`src/rtl/mix_columns_seq_pkg.sv`:
```
// mix_columns_seq_pkg: shared AES constants, FSM states and GF(2^8) doubling
package mix_columns_seq_pkg;
    localparam int STATE_W = 128;
    localparam logic [7:0] GF_POLY = 8'h1B;
    typedef enum logic [1:0] {IDLE, BUSY, DONE} state_t;
    function automatic logic [7:0] xtime(input logic [7:0] a);
        return {a[6:0], 1'b0} ^ (a[7] ? GF_POLY : 8'h00);
    endfunction
endpackage

```
`src/rtl/mix_single_column.sv`:
```
// mix_single_column: combinational forward MixColumns of one 32-bit column
module mix_single_column
    import mix_columns_seq_pkg::*;
(
    input  logic [31:0] col,
    output logic [31:0] mixed
);
    logic [7:0] a0, a1, a2, a3;
    assign {a0, a1, a2, a3} = col;
    assign mixed = {xtime(a0) ^ xtime(a1) ^ a1 ^ a2 ^ a3,
                    a0 ^ xtime(a1) ^ xtime(a2) ^ a2 ^ a3,
                    a0 ^ a1 ^ xtime(a2) ^ xtime(a3) ^ a3,
                    xtime(a0) ^ a0 ^ a1 ^ a2 ^ xtime(a3)};
endmodule

```
`src/rtl/mix_columns_seq.sv`:
```
// mix_columns_seq: AES MixColumns, one column per cycle through a shared column mixer
module mix_columns_seq
    import mix_columns_seq_pkg::*;
(
    input  logic               clk,
    input  logic               rst_n,
    input  logic               in_valid,
    output logic               in_ready,
    input  logic [STATE_W-1:0] in_state,
    output logic               out_valid,
    input  logic               out_ready,
    output logic [STATE_W-1:0] out_state,
    output logic               busy
);
    state_t state, state_nxt;
    logic [1:0] cnt;
    logic [STATE_W-1:0] cap;
    logic [31:0] col_out;
    mix_single_column u_col (.col(cap[{~cnt, 5'd0} +: 32]), .mixed(col_out));
    always_ff @(posedge clk or negedge rst_n)
        if (!rst_n) state <= IDLE;
        else state <= state_nxt;
    always_comb begin
        state_nxt = state == IDLE ? (in_valid ? BUSY : IDLE) :
                    state == BUSY ? (cnt == 2'd3 ? DONE : BUSY) :
                    (out_ready ? IDLE : DONE);
    end
    always_comb begin
        in_ready  = state == IDLE;
        out_valid = state == DONE;
        busy      = state != IDLE;
    end
    always_ff @(posedge clk or negedge rst_n)
        if (!rst_n) begin
            cnt       <= 2'd0;
            cap       <= '0;
            out_state <= '0;
        end else if (state == IDLE && in_valid) begin
            cap <= in_state;
            cnt <= 2'd0;
        end else if (state == BUSY) begin
            out_state[{~cnt, 5'd0} +: 32] <= col_out;
            cnt <= cnt + 2'd1;
        end
endmodule

```
`config.mk`:
```
export PLATFORM = sky130hd
export DESIGN_NAME = mix_columns_seq
export DESIGN_NICKNAME = d
export VERILOG_FILES = /design/src/rtl/mix_columns_seq_pkg.sv /design/src/rtl/mix_single_column.sv /design/src/rtl/mix_columns_seq.sv
export SDC_FILE = /design/constraint.sdc
export NUM_CORES = 1
export LEC_CHECK = 0
export ABC_AREA = 1
export BUFFER_PORTS_ARGS = -buffer_cell sky130_fd_sc_hd__buf_2
export CORE_MARGIN = 2
export CORE_UTILIZATION = 40
export CTS_BUF_LIST = sky130_fd_sc_hd__clkbuf_16
export DETAILED_ROUTE_END_ITERATION = 10
export HOLD_SLACK_MARGIN = 0.02
export SKIP_CTS_REPAIR_TIMING = 1
export SKIP_LAST_GASP = 1
export SLEW_MARGIN = 40
export SYNTH_ARGS = -nofsm -noshare
export SYNTH_HDL_FRONTEND = slang
export SYNTH_SLANG_ARGS = --single-unit
```
`constraint.sdc`:
```
create_clock -name clk -period 4.3 [get_ports clk]
set_clock_uncertainty 0.1 [all_clocks]
set_input_delay 0.86 -clock clk [delete_from_list [all_inputs] [get_ports clk]]
set_output_delay 0.86 -clock clk [all_outputs]
set_load 0.02 [all_outputs]
```
==> flow_summary.json, run 1 <==
{
  "synth-compound-area-share": 0.0135,
  "htree_levels": 1,
  "final-setup-viol-count": 0,
  "tightest_slew_ps": 818,
  "grt_pass1_wl_um": 62400,
  "routedWlPerCell_um": 17.4,
  "fin_setup_tns_ps": 0,
  "synthCells": 1597,
  "top_usage_layer": "met2",
  "period_share": 0.684,
  "final_common_cell": "nand2_1",
  "synth_top_family_by_area": "simple AND/OR/NAND/NOR gates",
  "worstSetupStartpointType": "flop",
  "crit_path_top_delay_cell": "buf_4",
  "rr_worst_depth": 13,
  "relSlewSlack": 0.455,
  "synth_nets": 1734,
  "area_growth_pct": 19.6,
  "die_area_um2": 34400,
  "dpl.hpwl_um": 28700,
  "outcome": "complete, no violations",
  "start_util": 0.406,
  "core-area_um2": 32500,
  "cp.depth": 13,
  "min_period_ps": 2940,
  "cp_slowest_stage_delay_ps": 570,
  "synthSimpleGateAreaFrac": 0.327,
  "grt_max_degree": 93,
  "rows": 66,
  "synthFlopType": "dfrtp_1",
  "place.port_buffers": 262,
  "synth_edf_count": 0,
  "grtUsageMet2": 0.366,
  "root_buffer": "clkbuf_16",
  "layout_common_cells": "nand2_1, buf_2, dfrtp_1",
  "holdCritPathClass": "in -> async",
  "gp_congestion": 0.862,
  "use_met1": 0.321,
  "grt_pass1_vias": 11184,
  "tritoncts": "built",
  "antenna_found_initial": 17,
  "wirelength_um": 40000,
  "path_common_cell": "nand2_1",
  "drt_iter0_markers": 890,
  "synth_fa_ha_area_frac": 0.00475,
  "yosysSeqAreaShare": 0.494,
  "clkLatencyLatePin_ps": 560,
  "worstSetupPathType": "reg -> reg",
  "grt_setup_unrepaired": "no",
  "final_hold_viol_count": 0,
  "drt_first_pass_iters": 5,
  "synthMuxAreaShare": 0.104,
  "drc": 0,
  "max_freq_ghz": 0.340,
  "grt_overflow": 0,
  "path_buf_inv": 3,
  "clk_path_buf_depth": 3,
  "worst-path-max-fanout": 68,
  "synth_cell_types": 29,
  "cp-end-kind": "flop",
  "vias": 11600,
  "use_met3": 0.0587,
  "cp.arrival_ps": 3330,
  "crit_required_ps": 4690,
  "die_h_um": 185,
  "viasPerCell": 5.05,
  "cap_violations": 0,
  "synth_area_um2": 13200,
  "worstPathCellList": "buf_4 -> nand2_1 -> nand3_1 -> nand2_1 -> inv_1 -> nand2_1 -> nand3_1 -> nand2_1 -> inv_1 -> nand2_1 -> nand2_1 -> nand3_1 -> nand2_1",
  "ios": 263,
  "grt_usage": 0.233,
  "ys_ff_latch": 260,
  "synth_async_sr_flop_share": 1.00,
  "final_antenna_net_count": 0,
  "critPathTopFamily": "simple AND/OR/NAND/NOR gates",
  "synth_xor_xnor_area_share": 0.0101,
  "layout-drive-gt1-share": 0.269,
  "cts_sinks": 260,
  "nets": 1967,
  "avgSynthCellArea_um2": 8.25,
  "cts.clk_slew.worst_paths_ps": 60,
  "die_x_um": 185,
  "final-max-slew-violation-count": 0,
  "cts_made_buffers": 28,
  "yosys_warnings": 0
}
cell type report:
cell class / instances / area [µm²]
clock inverter: 20 / 159
multi-input combinational: 1203 / 6080
sequential: 260 / 6510
fill: 3252 / 16700
tap: 442 / 553
timing repair buffer: 281 / 1520
antenna: 8 / 20.0
clock buffer: 28 / 701
inverter: 56 / 213
through the flow:
stage,hold slack [ps],area [µm²],setup slack (ps),utilization,instances
after floorplan,379,13200,1610,-,1597
after global placement,359,14800,1410,0.457,2241
after detailed placement,361,14800,1400,0.458,2241
after CTS,261,15700,1390,0.484,2289
after global routing,73.6,15700,1080,0.485,2293
final,67.9,15800,1360,0.485,2298
sequential cells by signal (all words and copies together) (netlist names):
name       count
out_state    128
state          2
cap          128
cnt            2
worst register-to-register path: cells and delay by family (launching register included):
family                 cells  cell delay, ps
AND/OR/NAND/NOR           10            1440
buffers and inverters      3             940
flip-flops                 1             380
Yosys cell counts, drive strengths merged, types with 3 or more instances:
cell type,instances,area share
nand2,807,0.23
dfrtp,260,0.49
nand3,156,0.059
mux2,122,0.10
inv,56,0.016
nand4,52,0.025
buf,40,0.020
clkbuf,38,0.011
nor2,19,0.0062
o21ai,10,0.0038
a22o,9,0.0060
a21oi,7,0.0027
xnor2,7,0.0069
ha,5,0.0047
xor2,3,0.0031
cells by family after synthesis:
kind of cell,after synthesis
AND/OR/NAND/NOR,1038
XOR/XNOR,10
multiplexers,122
AO/OA/AOI/OAI,28
adder cells (fa/ha/maj),5
buffers and inverters,134
flip-flops,260
path summary, 6_finish.rpt:
path | slack, ps | to | start
min in group clk | 370 | out_state[9] | out_state[9]
min | 70 | out_state[103] | rst_n
max in group asynchronous | 2990 | cnt[1] | rst_n
min reg2reg | 370 | out_state[9] | out_state[9]
max reg2reg | 1360 | out_state[91] | cnt[0]
max | 1360 | out_state[91] | cnt[0]
layer usage:
metal | routed length (µm) | up-vias
li1 | - | 5651
met1 | 17600 | 5441
met2 | 17700 | 419
met3 | 3470 | 73
met4 | 1080 | 16
met5 | 94 | -
Power of run 1 is left out: the tool's default activity adds up to more than one toggle a clock period on the data nets, which glitch-free logic cannot reach.
==> inputs of run 2 (changes only) <==
==> constraint.sdc (replaced) <==
create_clock -name clk -period 2.7 [get_ports clk]
set_clock_uncertainty 0.1 [all_clocks]
set_input_delay 0.54 -clock clk [delete_from_list [all_inputs] [get_ports clk]]
set_output_delay 0.54 -clock clk [all_outputs]
set_load 0.02 [all_outputs]
==> run 2 against run 1 <==
Net effect:
- count of clock-buffer cells in the layout rose by 3
- via count up 1.4%
- wire length grew 2.3%
- cell count rose by 0.91%
- flip-flop and latch count did not move
- largest cell class unchanged
==> flow_summary.json, run 2 (synthesis results as in run 1) <==
{
  "outcome": "complete, no violations",
  "ios": 263,
  "rows": 66,
  "area_growth_pct": 21.7,
  "cts_made_buffers": 30,
  "final-setup-viol-count": 0,
  "htree_levels": 1,
  "nets": 1987,
  "max_freq_ghz": 0.406,
  "routedWlPerCell_um": 17.6,
  "cp_slowest_stage_delay_ps": 440,
  "grt_max_degree": 80,
  "grt_usage": 0.239,
  "die_h_um": 185,
  "clk_path_buf_depth": 3,
  "vias": 11764,
  "start_util": 0.406,
  "grt_pass1_vias": 11129,
  "critPathTopFamily": "simple AND/OR/NAND/NOR gates",
  "fin_setup_tns_ps": 0,
  "cts_sinks": 260,
  "min_period_ps": 2460,
  "dpl.hpwl_um": 29800,
  "core-area_um2": 32500,
  "holdCritPathClass": "in -> reg",
  "path_buf_inv": 2,
  "antenna_found_initial": 13,
  "grt_overflow": 0,
  "final_antenna_net_count": 0,
  "layout-drive-gt1-share": 0.272,
  "path_common_cell": "nand2_1",
  "worstSetupStartpointType": "flop",
  "worst-path-max-fanout": 30,
  "cp.arrival_ps": 2860,
  "final-max-slew-violation-count": 0,
  "worstSetupPathType": "reg -> reg",
  "final_hold_viol_count": 0,
  "drt_iter0_markers": 826,
  "die_area_um2": 34400,
  "drc": 0,
  "cts.clk_slew.worst_paths_ps": 60,
  "crit_required_ps": 3090,
  "relSlewSlack": 0.515,
  "grt_setup_unrepaired": "no",
  "place.port_buffers": 262,
  "final_common_cell": "nand2_1",
  "gp_congestion": 0.870,
  "die_x_um": 185,
  "tritoncts": "built",
  "worstPathCellList": "inv_6 -> buf_4 -> nand2_1 -> nand2_1 -> nand2_1 -> nand2_1 -> nand2_1 -> nand2_1 -> nand2_1 -> nand2_1 -> nor2_1 -> nor2_2 -> nand4_1 -> nand2_1",
  "crit_path_top_delay_cell": "dfrtp_2",
  "viasPerCell": 5.07,
  "layout_common_cells": "nand2_1, buf_2, dfrtp_1",
  "period_share": 0.912,
  "cp-end-kind": "flop",
  "cap_violations": 0,
  "root_buffer": "clkbuf_16",
  "drt_first_pass_iters": 5,
  "tightest_slew_ps": 728,
  "clkLatencyLatePin_ps": 560,
  "wirelength_um": 40900,
  "grt_pass1_wl_um": 63700,
  "largestRegisters": "cap: 128 flops, out_state: 128 flops"
}
-- run 2: through the flow --
stage	area (µm²)	utilization	std cells	hold slack (ps)	worst slack, ps
2_1_floorplan	13200	-	1597	144	9.45
3_3_place_gp	15100	0.465	2259	358	203
3_5_place_dp	15100	0.465	2259	361	156
4_1_cts	16000	0.493	2313	-76.4	158
5_1_grt	16000	0.494	2316	71.2	14.7
6_report	16000	0.494	2319	73.9	237
-- run 2: worst paths after layout --
| kind | start | endpoint | slack [ps] | cells past startpoint |
|---|---|---|---|---|
| min in group asynchronous | rst_n | out_state[12] | 510 | 2 |
| max in group asynchronous | rst_n | out_state[54] | 1290 | 3 |
| hold reg to reg | out_state[38] | out_state[38] | 370 | 2 |
| setup reg to reg | cnt[0] | out_state[97] | 240 | 14 |
| hold / removal | out_ready | state[1] | 70 | 2 |
| setup / recovery | cnt[0] | out_state[97] | 240 | 14 |
-- run 2: metal layers --
| metal | vias to the layer above | global-route usage | part of all wire |
|---|---|---|---|
| met4 | 18 | 0.0444 | 0.017 |
| met5 | - | 0 | 0.0028 |
| met3 | 63 | 0.0605 | 0.079 |
| met2 | 378 | 0.382 | 0.45 |
| met1 | 5618 | 0.332 | 0.45 |
| li1 | 5687 | - | - |
-- run 2: cell type report --
class / count / area [µm²]
fillers: 3192 / 16400
flip-flops and latches: 260 / 6510
multi-input cells: 1203 / 6070
repair buffers: 299 / 1760
clock buffers: 31 / 776
well taps: 442 / 553
inverters: 56 / 215
clock inverters: 23 / 128
diodes: 5 / 12.5
-- run 2: worst register-to-register path, stage by stage, from the launching register on --
cell     delay, ps
dfrtp_2        440
inv_6          220
buf_4          210
nand2_1        100
nand2_1         70
nand2_1         50
nand2_1        210
nand2_1         80
nand2_1        160
nand2_1         70
nand2_1         90
nor2_1          60
nor2_2         320
nand4_1        130
nand2_1        100
Power of run 2 is left out for the same reason.
